File: config.mk
export PLATFORM = sky130hd
export DESIGN_NAME = aes_job_scheduler
export DESIGN_NICKNAME = d
export VERILOG_FILES = /design/src/rtl/aes_job_scheduler.sv
export SDC_FILE = /design/constraint.sdc
export NUM_CORES = 1
export LEC_CHECK = 0
export BUFFER_PORTS_ARGS = -buffer_cell sky130_fd_sc_hd__buf_2
export CAP_MARGIN = 10
export CORE_AREA = 2 2 461 463
export CTS_CLUSTER_SIZE = 8
export DETAILED_ROUTE_END_ITERATION = 8
export DIE_AREA = 0 0 463 465
export GPL_ROUTABILITY_DRIVEN = 0
export PLACE_DENSITY_LB_ADDON = 0.15
export SETUP_SLACK_MARGIN = 0.2
export SYNTH_ARGS = -nofsm -noshare
export SYNTH_HDL_FRONTEND = slang
export SYNTH_SLANG_ARGS = --single-unit
File: constraint.sdc
create_clock -name clk -period 1.98 [get_ports clk]
set_input_delay 0.396 -clock clk [delete_from_list [all_inputs] [get_ports clk]]
set_output_delay 0.396 -clock clk [all_outputs]
set_load 0.01 [all_outputs]
File: src/rtl/aes_job_scheduler.sv
// Round-robin scheduler sharing one AES core between two requesters.
// Holds the core inputs for the whole job, times out a stuck core, and routes the result to the owner.
//
// state   | meaning
// --------+---------------------------------------------------------------
// S_IDLE  | no job; arbitrate and accept one request
// S_ISSUE | core inputs loaded, core_start pulsed, timer cleared
// S_WAIT  | waiting for core_done or timer terminal count
// S_RESP  | result presented to owner until its rsp_ready
module aes_job_scheduler #(
   parameter int TIMEOUT_CYCLES = 64
) (
   input  logic         clk,
   input  logic         reset,

   input  logic         req0_valid,
   output logic         req0_ready,
   input  logic         req0_decrypt,
   input  logic [127:0] req0_data,
   input  logic [127:0] req0_key,

   input  logic         req1_valid,
   output logic         req1_ready,
   input  logic         req1_decrypt,
   input  logic [127:0] req1_data,
   input  logic [127:0] req1_key,

   output logic         rsp0_valid,
   input  logic         rsp0_ready,
   output logic [127:0] rsp0_data,
   output logic         rsp0_err,

   output logic         rsp1_valid,
   input  logic         rsp1_ready,
   output logic [127:0] rsp1_data,
   output logic         rsp1_err,

   output logic         core_start,
   output logic         core_decrypt,
   output logic [127:0] core_data,
   output logic [127:0] core_key,
   input  logic         core_done,
   input  logic [127:0] core_out,

   output logic         busy
);

   localparam int TW = $clog2(TIMEOUT_CYCLES) + 1;
   localparam logic [TW-1:0] TIMER_LAST = TW'(TIMEOUT_CYCLES - 1);
   localparam logic [TW-1:0] TIMER_MAX  = '1;

   typedef enum logic [1:0] {
      S_IDLE,
      S_ISSUE,
      S_WAIT,
      S_RESP
   } state_t;

   state_t         state;
   logic           owner;
   logic           last_grant;
   logic [TW-1:0]  timer;
   logic [127:0]   result;
   logic           err;

   logic           grant_vld;
   logic           grant_id;
   logic           owner_ready;

   // On a tie the requester not served last wins.
   always_comb begin
      grant_vld = 1'b0;
      grant_id  = 1'b0;
      if (req0_valid && req1_valid) begin
         grant_vld = 1'b1;
         grant_id  = ~last_grant;
      end else if (req0_valid) begin
         grant_vld = 1'b1;
         grant_id  = 1'b0;
      end else if (req1_valid) begin
         grant_vld = 1'b1;
         grant_id  = 1'b1;
      end
   end

   assign req0_ready  = !reset && (state == S_IDLE) && grant_vld && !grant_id;
   assign req1_ready  = !reset && (state == S_IDLE) && grant_vld &&  grant_id;
   assign owner_ready = owner ? rsp1_ready : rsp0_ready;

   assign rsp0_valid  = (state == S_RESP) && !owner;
   assign rsp1_valid  = (state == S_RESP) &&  owner;
   assign rsp0_data   = rsp0_valid ? result : '0;
   assign rsp1_data   = rsp1_valid ? result : '0;
   assign rsp0_err    = rsp0_valid && err;
   assign rsp1_err    = rsp1_valid && err;
   assign busy        = (state != S_IDLE);

   always_ff @(posedge clk) begin
      if (reset) begin
         state        <= S_IDLE;
         owner        <= 1'b0;
         last_grant   <= 1'b1;
         timer        <= '0;
         result       <= '0;
         err          <= 1'b0;
         core_start   <= 1'b0;
         core_decrypt <= 1'b0;
         core_data    <= '0;
         core_key     <= '0;
      end else begin
         core_start <= 1'b0;
         case (state)
            S_IDLE: begin
               if (grant_vld) begin
                  owner        <= grant_id;
                  core_decrypt <= grant_id ? req1_decrypt : req0_decrypt;
                  core_data    <= grant_id ? req1_data    : req0_data;
                  core_key     <= grant_id ? req1_key     : req0_key;
                  core_start   <= 1'b1;
                  state        <= S_ISSUE;
               end
            end
            // core_done is deliberately not looked at here: a level left
            // over from the previous job must not finish this one.
            S_ISSUE: begin
               timer <= '0;
               state <= S_WAIT;
            end
            S_WAIT: begin
               if (timer != TIMER_MAX) begin
                  timer <= timer + 1'b1;
               end
               if (core_done) begin
                  result <= core_out;
                  err    <= 1'b0;
                  state  <= S_RESP;
               end else if (timer == TIMER_LAST) begin
                  result <= '0;
                  err    <= 1'b1;
                  state  <= S_RESP;
               end
            end
            S_RESP: begin
               if (owner_ready) begin
                  last_grant <= owner;
                  state      <= S_IDLE;
               end
            end
            default: state <= S_IDLE;
         endcase
      end
   end

endmodule

== Word-level counts from Yosys, hierarchy flattened ==
Index checks and enable logic that the tools add are counted.
Operators by class
  eq/ne operators: 9
  bitwise gates (word level): 2
  multiplexer cells: 23
  reduce and logical (&&, ||, !) cells: 22
  $add $sub $neg: 1
Operators with widths (count)
  128-bit two-way mux: 6
  7-bit case mux with 2 select lines: 1
  1-bit two-way mux: 10
  1-bit logical AND: 9
  2-bit two-way mux: 4
  2-bit case mux with 4 select lines: 1
  2-bit AND reduction: 4
  7-bit by 1-bit adder with 7-bit output (second input constant): 1
  7-bit by 6-bit equality test with 1-bit output (second input constant): 1
  7-bit two-way mux: 1
  7-bit != test (second input constant): 1
  2-bit != test (second input constant): 3
  2-bit nonzero test: 3
  2-bit equality test (second input constant): 2
  1-bit zero test: 3
  3-bit != test (second input constant): 1
  3-bit AND reduction: 1
  2-bit by 1-bit equality test with 1-bit output (second input constant): 1
  2-bit zero test: 1
  1-bit NOT: 2
  2-bit OR reduction: 1
Storage, ports and cells
  output and inout port bits: 521
  flip-flop bits (word level): 398
  logic and storage cells: 67
  input port bits: 649

== Depth between registers and ports, before layout ==
Gate-level depths: netlist (run 1).
  depth after elaboration: 5
  depth in mapped cells: 9
  gate-level depth less buffers: 6

== Least setup slack after synthesis (run 1) ==
Ideal clock, no wire load.
  kind: register to output
  from: register state[0]
  to: output port rsp0_data[100]
  path slack: 0.068 ns
  path buffers: 3
  data required time: 1.584 ns
  arrival: 1.516 ns
  cell stages (with the launch flop): 7
  cell sequence: dfxtp_1 -> ha_1 -> clkbuf_1 -> nor2b_1 -> buf_2 -> clkbuf_1 -> and2_1
On the way
  longest elaborated chain between the ends: 3
RTL lines
  start, declared: RTL line 59  | state_t state;
  start signal, assigned: RTL line 100  | state <= S_IDLE;
  start signal, assigned: RTL line 120  | state <= S_ISSUE;
  start signal, assigned: RTL line 127  | state <= S_WAIT;
  2-bit equality test: RTL line 90  | assign rsp0_valid = (state == S_RESP) && !owner;
  1-bit logical AND: RTL line 90
  128-bit two-way mux: RTL line 92  | assign rsp0_data = rsp0_valid ? result : '0;
  end, declared: RTL line 30  | output logic [127:0] rsp0_data,
Every way passes these cells.

== Worst setup path after layout (run 1) ==
  from: register state[0]
  to: output port rsp0_data[67]
The elaborated chain is that of the path after synthesis.

==> metrics.csv, run 1 <==
metric,value,unit
required,1580,ps
hold_path_class,input port to flip-flop,
nets,3974,
core,0.2108,sq mm
setup_slack,-531.6,ps
track_usage,11.85,%
numCtsBuffers,59,
worstPathCellList,"buf_6, ha_4, nor2b_4, buf_12, buf_12, and2_1, buf_2",
fin_crit_sh,126.8,%
synth_top_cell_area_share,48.66,%
gr-total-overflow,0,
synth_nets,2186,
stdcell_area,0.03489,sq mm
utilization,16.55,%
failed_checks,setup timing,
place_area,0.02583,sq mm
synth_cell_types,39,
drc,0,
arrival,2120,ps
crit_path_max_incr_delay,330,ps
dpl.hpwl,106800,um
portBuffers,1169,
tns,-148400,ps
routedWlPerCell,21.77,um
routed_wl,134800,um
hold_viol_final,0,
ir_drop,0.6723,mV
cp_slowest_cell,dfxtp_2,
async_flop_share,0,%
htree_levels,2,
powerDensity,917.1,mW/mm^2
worst_pin_slew,489.1,ps
antenna_found_initial,79,
path_buf_inv,4,
critPathTopFamily,buffers and inverters,
crit_path_end_kind,output pin,
synth-seq-cells,398,
fin_skew,16.56,ps
power,32.00,mW
rsz0062_at_grt,yes,
drv_slew,0,
worstSetupPathType,flip-flop to output pin,
antenna_left,0,
area_growth,113.1,%
crit_fanout,28,
crit_top_cell,buf_12,
post_route_cells_drive_above_1_share,43.00,%
grt_pass1_wl,179600,um
syn_inst,1532,
cts_buffer_depth,3,
synth-main-ff-cell,dfxtp_1,
relSlewSlack,67.39,%
synth_seq_area_share,48.66,%
first_pass_iters,5,
drv_cap,0,
min_period,2512,ps
netlist_area,0.01637,sq mm
setup_viol,498,
io_pins,1170,
dieArea,0.2153,sq mm
grt_pass1_vias,21100,
ys_warn_count,0,
status,finished with violations,
synth_area_leaders,"dfxtp_1, a221o_1, and2_0",
grt_max_degree,77,
clk_latency,670,ps
start_kind,flip-flop,
drt_iter0_markers,1048,
place_ws,14.22,ps
cts_tree,built,
synth_edf_count,0,
layout.cells.non_filler,6192,
p_leak,15.87,nW
dp_cells,5444,
cts.clk_slew.worst_paths,50,ps
achievable-frequency,398.2,MHz
root_buffer,clkbuf_16,
cts_sinks,398,
start_util,7.767,%
num_rows,169,
die_x,463,um
fp.dieH,465,um
avgSynthCellArea,10.69,sq um
viasPerCell,3.250,
yosysTopAreaCell,dfxtp_1,
fill_cells,23900,
whs,37.99,ps
num_vias,20120,
[registers in the layout, indices dropped and copies added (netlist names)]
| signal | flops |
|---|---|
| state | 2 |
| err | 1 |
| core_data | 128 |
| timer | 7 |
| result | 128 |
| owner | 1 |
| core_decrypt | 1 |
| core_start | 1 |
| core_key | 128 |
| last_grant | 1 |
[routing by layer]
metal	vias to the layer above	track usage (%)	part of all wire, %
met3	177	3.754	8.7
met1	9568	14.51	41
met5	-	0	0.053
li1	9365	-	-
met2	1001	19.94	48
met4	12	3.035	2.3
[placed cells by master (no fill, tap or decap), types with 5 or more instances in the layout]
cell type / instances
dlygate4sd3_1: 600
and3_4: 49
nand2_1: 6
clkbuf_16: 63
a22o_1: 128
nor2_1: 9
a21oi_1: 5
dfxtp_1: 395
and2_0: 208
buf_12: 32
clkbuf_8: 5
buf_4: 85
buf_6: 68
buf_16: 7
diode_2: 29
and3_1: 82
and2_4: 11
buf_2: 1087
and2_1: 167
a221o_1: 257
clkbuf_1: 12
inv_1: 6
[cell families after synthesis]
family          after synthesis  share of synthesized area (%)
fa+ha+maj                     5                         0.3821
flops                       398                          48.66
buf+inv                     168                          6.319
mux                           3                         0.1910
simple gates                549                          20.78
compound gates              409                          23.66
[area by class of cell]
cell class | instances | area, sq um | area share [%]
Sequential cell | 398 | 7974 | 22.86
Timing Repair Buffer | 1887 | 13850 | 39.70
Clock inverter | 6 | 95.09 | 0.2726
Inverter | 8 | 35.03 | 0.1004
Multi-Input combinational cell | 966 | 7715 | 22.11
Clock buffer | 77 | 1615 | 4.630
Tap cell | 2821 | 3530 | 10.12
Antenna cell | 29 | 72.57 | 0.2080
[cells in the mapped netlist (7+ instances only)]
library cell and count:
a221o_1 257, a22o_1 128, and2_0 208, and2_1 179
and3_1 130, buf_2 50, buf_4 13, buf_6 39
clkbuf_1 58, dfxtp_1 398, inv_1 8, nand2_1 7
nor2_1 9
[report_power, final]
part           internal (mW)  total (mW)  switching (mW)
logic                   5.12        11.0            5.85
clock network           5.73        10.1            4.33
registers               9.77        11.0            1.19
[worst reg2reg max path: stages (launching register included)]
cell     delay [ps]
dfxtp_2         340
buf_6           100
inv_4            30
ha_4            150
nor2b_4         120
and3_4          170
buf_4           180
buf_12          170
buf_12          400
and2_0          210
a221o_1         270
[worst paths after layout]
kind                       from        endpoint  slack (ps)  depth (start not counted)
setup / recovery       state[0]   rsp0_data[67]        -530                          7
hold reg to reg    core_data[7]    core_data[7]         480                          1
hold / removal    req1_data[33]   core_data[33]          40                          2
setup reg to reg       state[1]  core_data[110]        -280                         10
[what timing repair did]
action | CTS | global route
endpoints found under the setup margin | 624 | 663
gates resized for setup | 140 | 62
hold buffers | 600 | 0
buffers inserted | 19 | 9
gates cloned | 4 | 4
endpoints found under the hold margin | 387 | 0
pin swaps | 15 | 11
Note: power is estimated with default switching activity, not from simulation.
==> inputs of run 2 (changes only) <==
--- a/config.mk
+++ b/config.mk
@@ -12,8 +12,10 @@
 export DETAILED_ROUTE_END_ITERATION = 8
 export DIE_AREA = 0 0 463 465
 export GPL_ROUTABILITY_DRIVEN = 0
-export PLACE_DENSITY_LB_ADDON = 0.15
+export PLACE_DENSITY = 0.3
 export SETUP_SLACK_MARGIN = 0.2
+export SKIP_CTS_REPAIR_TIMING = 1
 export SYNTH_ARGS = -nofsm -noshare
 export SYNTH_HDL_FRONTEND = slang
 export SYNTH_SLANG_ARGS = --single-unit
+export TNS_END_PERCENT = 5
==> run 2 against run 1 <==
Effect of this change:
- the run ends with hold timing, setup timing left
- non-clock buffer count decreased by 143
- largest cell class unchanged
- clock-buffer cell count did not move
- fmax shrank 3.6%
- via count is 0.46% lower
- first-iteration DRC count is 18% higher
- cell area fell by 3.2%
- sequential power hardly changed
- power shrank 0.81%
==> metrics.csv, run 2 (synthesis gave the netlist of run 1 again) <==
metric,value,unit,change
htree_levels,2,,unchanged
hold_path_class,input port to flip-flop,,
post_route_cells_drive_above_1_share,45.56,%,+2.6 points
hold_viol_final,1,,+1
grt_max_degree,78,,+1.3%
final_cell_mix,"buf_2, dlygate4sd3_1, dfxtp_1",,
required,1580,ps,about the same
portBuffers,1169,,unchanged
ir_drop,0.5768,mV,-14%
fp.dieH,465,um,unchanged
cts_buffer_depth,3,,unchanged
antenna_found_initial,126,,+59%
p_leak,15.45,nW,-2.6%
dieArea,0.2153,sq mm,unchanged
start_util,7.767,%,unchanged
routed_wl,141900,um,+5.3%
drv_cap,0,,unchanged
reg.largest.list,"core_data (128), core_key (128), result (128)",,
crit_top_cell,clkbuf_16,,
achievable-frequency,383.7,MHz,-3.6%
io_pins,1170,,unchanged
fin_crit_sh,131.6,%,+4.8 points
arrival,2210,ps,+90 ps
fin_skew,27.73,ps,+11.17 ps
nets,3831,,-3.6%
setup_viol,415,,-17%
fill_cells,24010,,+0.46%
worstSetupPathType,flip-flop to output pin,,
start_kind,flip-flop,,
crit_path_max_incr_delay,320,ps,about the same
status,finished with violations,,
cp_slowest_cell,dfxtp_2,,
whs,-0.3721,ps,-38.37 ps
numCtsBuffers,59,,unchanged
grt_pass1_wl,177900,um,-0.93%
num_rows,169,,unchanged
drc,0,,unchanged
dpl.hpwl,116000,um,+8.6%
layout_commonest_cell,buf_2,,
num_vias,20030,,-0.46%
place_area,0.02611,sq mm,+1.1%
rsz0062_at_grt,yes,,
stdcell_area,0.03378,sq mm,-3.2%
powerDensity,939.5,mW/mm^2,+2.4%
path_buf_inv,5,,+1
worstPathCellList,"buf_6, ha_4, nor2b_4, buf_12, clkbuf_16, clkbuf_16, and2_1, buf_2",,
setup_slack,-626.4,ps,-94.76 ps
cts_sinks,398,,unchanged
routedWlPerCell,23.44,um,+7.7%
drt_iter0_markers,1234,,+18%
worst_pin_slew,497.8,ps,+8.713 ps
drv_slew,0,,unchanged
antenna_left,0,,unchanged
crit_fanout,9,,-68%
min_period,2606,ps,+94.76 ps
viasPerCell,3.309,,+1.8%
critPathTopFamily,buffers and inverters,,
utilization,16.02,%,-0.53 points
die_x,463,um,unchanged
clk_latency,680,ps,about the same
area_growth,106.3,%,
gr-total-overflow,0,,unchanged
cts.clk_slew.worst_paths,70,ps,+20 ps
core,0.2108,sq mm,unchanged
relSlewSlack,66.74,%,-0.65 points
power,31.73,mW,-0.81%
grt_pass1_vias,17930,,-15%
first_pass_iters,5,,unchanged
root_buffer,clkbuf_16,,
crit_path_end_kind,output pin,,
cts_tree,built,,
track_usage,12.21,%,+0.37 points
failed_checks,"hold timing, setup timing",,
## run 2: changes by cell type in the layout (fill, tap and decap cells not counted), sizes merged, moves of 5 or more
cell	previous run	this run
buf	1283	1266
dlygate4sd3	600	456
diode	29	34
clkbuf	80	99
## run 2: path summary, 6_finish.rpt
kind	startpoint	to	slack (ps)	cells after the start
min	req0_key[20]	core_key[20]	-0.4	3
max reg2reg	state[0]	core_key[16]	-100	9
min reg2reg	core_data[52]	core_data[52]	480	1
max	state[0]	rsp0_data[122]	-630	8
## run 2: layout make-up
| cell class | instances | area [sq um] | area share (%) |
|---|---|---|---|
| Antenna cell | 34 | 85.08 | 0.2519 |
| Clock buffer | 77 | 1624 | 4.808 |
| Clock inverter | 5 | 75.07 | 0.2222 |
| Inverter | 8 | 30.03 | 0.08890 |
| Multi-Input combinational cell | 966 | 7687 | 22.76 |
| Sequential cell | 398 | 7976 | 23.61 |
| Tap cell | 2821 | 3530 | 10.45 |
| Timing Repair Buffer | 1744 | 12770 | 37.81 |
## run 2: stage by stage
step / instances / setup TNS, ps / setup slack, ps
after global placement: 5458 / -21570 / -304.9
after CTS: 5540 / -170750 / -1047
after detailed placement: 5458 / -10350 / -258.5
final: 6053 / -135880 / -626.4
after global routing: 6030 / -186910 / -726.6
after floorplan: 1532 / 0 / 181.6
## run 2: report_power, final
| group | switching, mW | total [mW] | leakage (nW) | internal [mW] |
|---|---|---|---|---|
| registers | 1.16 | 10.9 | 3.26 | 9.77 |
| clock network | 4.30 | 9.93 | 0.831 | 5.63 |
| logic | 5.81 | 10.9 | 11.4 | 5.07 |
## run 2: worst reg2reg max path: stages (launching register included)
cell and delay [ps]:
dfxtp_2 330, inv_1 80, ha_4 180, nor2b_2 150, and3_4 200, buf_8 150, buf_12 170, buf_12 220
and2_1 200, a221o_1 270
## run 2: routing by layer
layer	vias to the layer above	part of all wire (%)	GRT usage [%]
met4	40	2.6	2.496
met1	9487	39	14.05
met5	-	0.18	0
met2	1161	48	21.21
li1	9075	-	-
met3	267	10	4.915
==> inputs of run 3 (changes only) <==
--- a/config.mk
+++ b/config.mk
@@ -12,6 +12,7 @@
 export DETAILED_ROUTE_END_ITERATION = 8
 export DIE_AREA = 0 0 463 465
 export GPL_ROUTABILITY_DRIVEN = 0
+export MAX_ROUTING_LAYER = met4
 export PLACE_DENSITY = 0.3
 export SETUP_SLACK_MARGIN = 0.2
 export SKIP_CTS_REPAIR_TIMING = 1
==> run 3 against run 2 <==
Effect of this change:
- the flow finishes with violations (setup timing)
- die area is the same
- cell area grew 1.0%
- via count rose by 0.33%
- utilization rose by 0.16 points
- worst setup slack better by 12 ps
- non-clock buffer count is 8 higher
- first-iteration DRC count is 0.81% lower
- fmax grew 0.44%
- register-to-register slack about the same
- power about the same
- routed wire length is essentially flat
- critical path type unchanged
- critical endpoint is now rsp0_data[93]
- largest cell class unchanged
==> metrics.csv, run 3 (synthesis gave the netlist of run 1 again) <==
metric,value,unit,change
status,finished with violations,,
failed_checks,setup timing,,
worst_pin_slew,502.8,ps,+4.949 ps
utilization,16.19,%,+0.16 points
fin_skew,23.42,ps,-4.313 ps
worstPathCellList,"buf_6, ha_4, nor2b_4, buf_12, clkbuf_16, and2_1, buf_2",,
stdcell_area,0.03412,sq mm,+1.0%
hold_viol_final,0,,-1
seqCellArea,0.007976,sq mm,unchanged
path_buf_inv,4,,-1
drv_slew,0,,unchanged
setup_viol,409,,-1.4%
setup_slack,-614.8,ps,+11.54 ps
cts_buffer_depth,3,,unchanged
drc,0,,unchanged
crit_fanout,12,,+3
num_rows,169,,unchanged
required,1580,ps,about the same
post_route_cells_drive_above_1_share,46.01,%,+0.45 points
place_area,0.02611,sq mm,unchanged
cts_tree,built,,
whs,1.067,ps,+1.439 ps
drt_iter0_markers,1224,,-0.81%
worstSetupPathType,flip-flop to output pin,,
fill_cells,23980,,-0.12%
numCtsBuffers,59,,unchanged
area_growth,108.4,%,
crit_path_max_incr_delay,330,ps,about the same
routedWlPerCell,23.35,um,-0.41%
routed_wl,142000,um,about the same
first_pass_iters,5,,unchanged
critPathTopFamily,buffers and inverters,,
dpl.hpwl,116000,um,unchanged
powerDensity,930.4,mW/mm^2,-0.97%
start_kind,flip-flop,,
grt_pass1_wl,177600,um,-0.19%
antenna_left,0,,unchanged
cts_sinks,398,,unchanged
start_util,7.767,%,unchanged
dieArea,0.2153,sq mm,unchanged
antenna_found_initial,122,,-3.2%
cts.clk_slew.worst_paths,70,ps,about the same
io_pins,1170,,unchanged
dp_cells,5458,,unchanged
reg.largest.list,"core_data (128), core_key (128), result (128)",,
power,31.75,mW,about the same
portBuffers,1169,,unchanged
root_buffer,clkbuf_16,,
crit_path_end_kind,output pin,,
fin_crit_sh,131.1,%,-0.58 points
cp_slowest_cell,dfxtp_2,,
drv_cap,0,,unchanged
clk_latency,680,ps,about the same
achievable-frequency,385.4,MHz,+0.44%
track_usage,12.58,%,+0.37 points
p_leak,15.47,nW,+0.13%
min_period,2595,ps,-11.54 ps
hold_path_class,input port to flip-flop,,
ir_drop,0.5787,mV,+0.32%
num_vias,20100,,+0.33%
fp.dieH,465,um,unchanged
relSlewSlack,66.41,%,-0.33 points
multi_input_area,0.007777,sq mm,+1.2%
viasPerCell,3.304,,-0.14%
arrival,2200,ps,about the same
final_cell_mix,"buf_2, dlygate4sd3_1, dfxtp_1",,
nets,3839,,+0.21%
core,0.2108,sq mm,unchanged
gr-total-overflow,0,,unchanged
htree_levels,2,,unchanged
grt_max_degree,78,,unchanged
die_x,463,um,unchanged
grt_pass1_vias,18010,,+0.41%
layout_commonest_cell,buf_2,,
rsz0062_at_grt,yes,,
layout.cells.non_filler,6082,,+0.48%
-- run 3: cell count changes in the layout (fill, tap and decap cells not counted), sizes merged --
cell / change
diode: +21
buf: +8
clkbuf: -8
dlygate4sd3: +8
-- run 3: metal layers --
metal,wire length [um],global-route usage [%],vias up
li1,-,-,9122
met1,56960,14.31,9602
met2,68110,21.21,1159
met3,13160,4.473,214
met4,3778,2.555,0
met5,0,-,-
-- run 3: power breakdown --
part,switching [mW],internal (mW),leakage (nW),total (mW)
sequential,1.16,9.77,3.26,10.9
clock,4.29,5.63,0.831,9.91
combinational,5.83,5.07,11.4,10.9
-- run 3: worst min-delay path, cell delays in order --
cell and delay, ps:
buf_2 70, and2_0 100, a221o_1 100
-- run 3: cell type report --
| type | count | share of cell area, % |
|---|---|---|
| Inverter | 8 | 0.08800 |
| Multi-Input combinational cell | 966 | 22.79 |
| Timing Repair Buffer | 1752 | 38.02 |
| Clock inverter | 5 | 0.2200 |
| Clock buffer | 77 | 4.759 |
| Sequential cell | 398 | 23.38 |
| Antenna cell | 55 | 0.4033 |
| Tap cell | 2821 | 10.34 |
-- run 3: path summary, 6_finish.rpt --
path,start,to,slack (ps),cells after the start
worst max-delay path,state[0],rsp0_data[93],-610,7
worst min-delay path,req0_key[20],core_key[20],1,3
worst max register to register,state[0],core_key[16],-90,9
worst min register to register,core_data[52],core_data[52],470,1
-- run 3: metrics by stage --
| step | TNS [ps] | worst slack (ps) |
|---|---|---|
| finish | -134130 | -614.8 |
| global route | -185110 | -746.0 |
| floorplan | 0 | 181.6 |
| global placement | -21570 | -304.9 |
| detailed placement | -10350 | -258.5 |
| CTS | -170750 | -1047 |
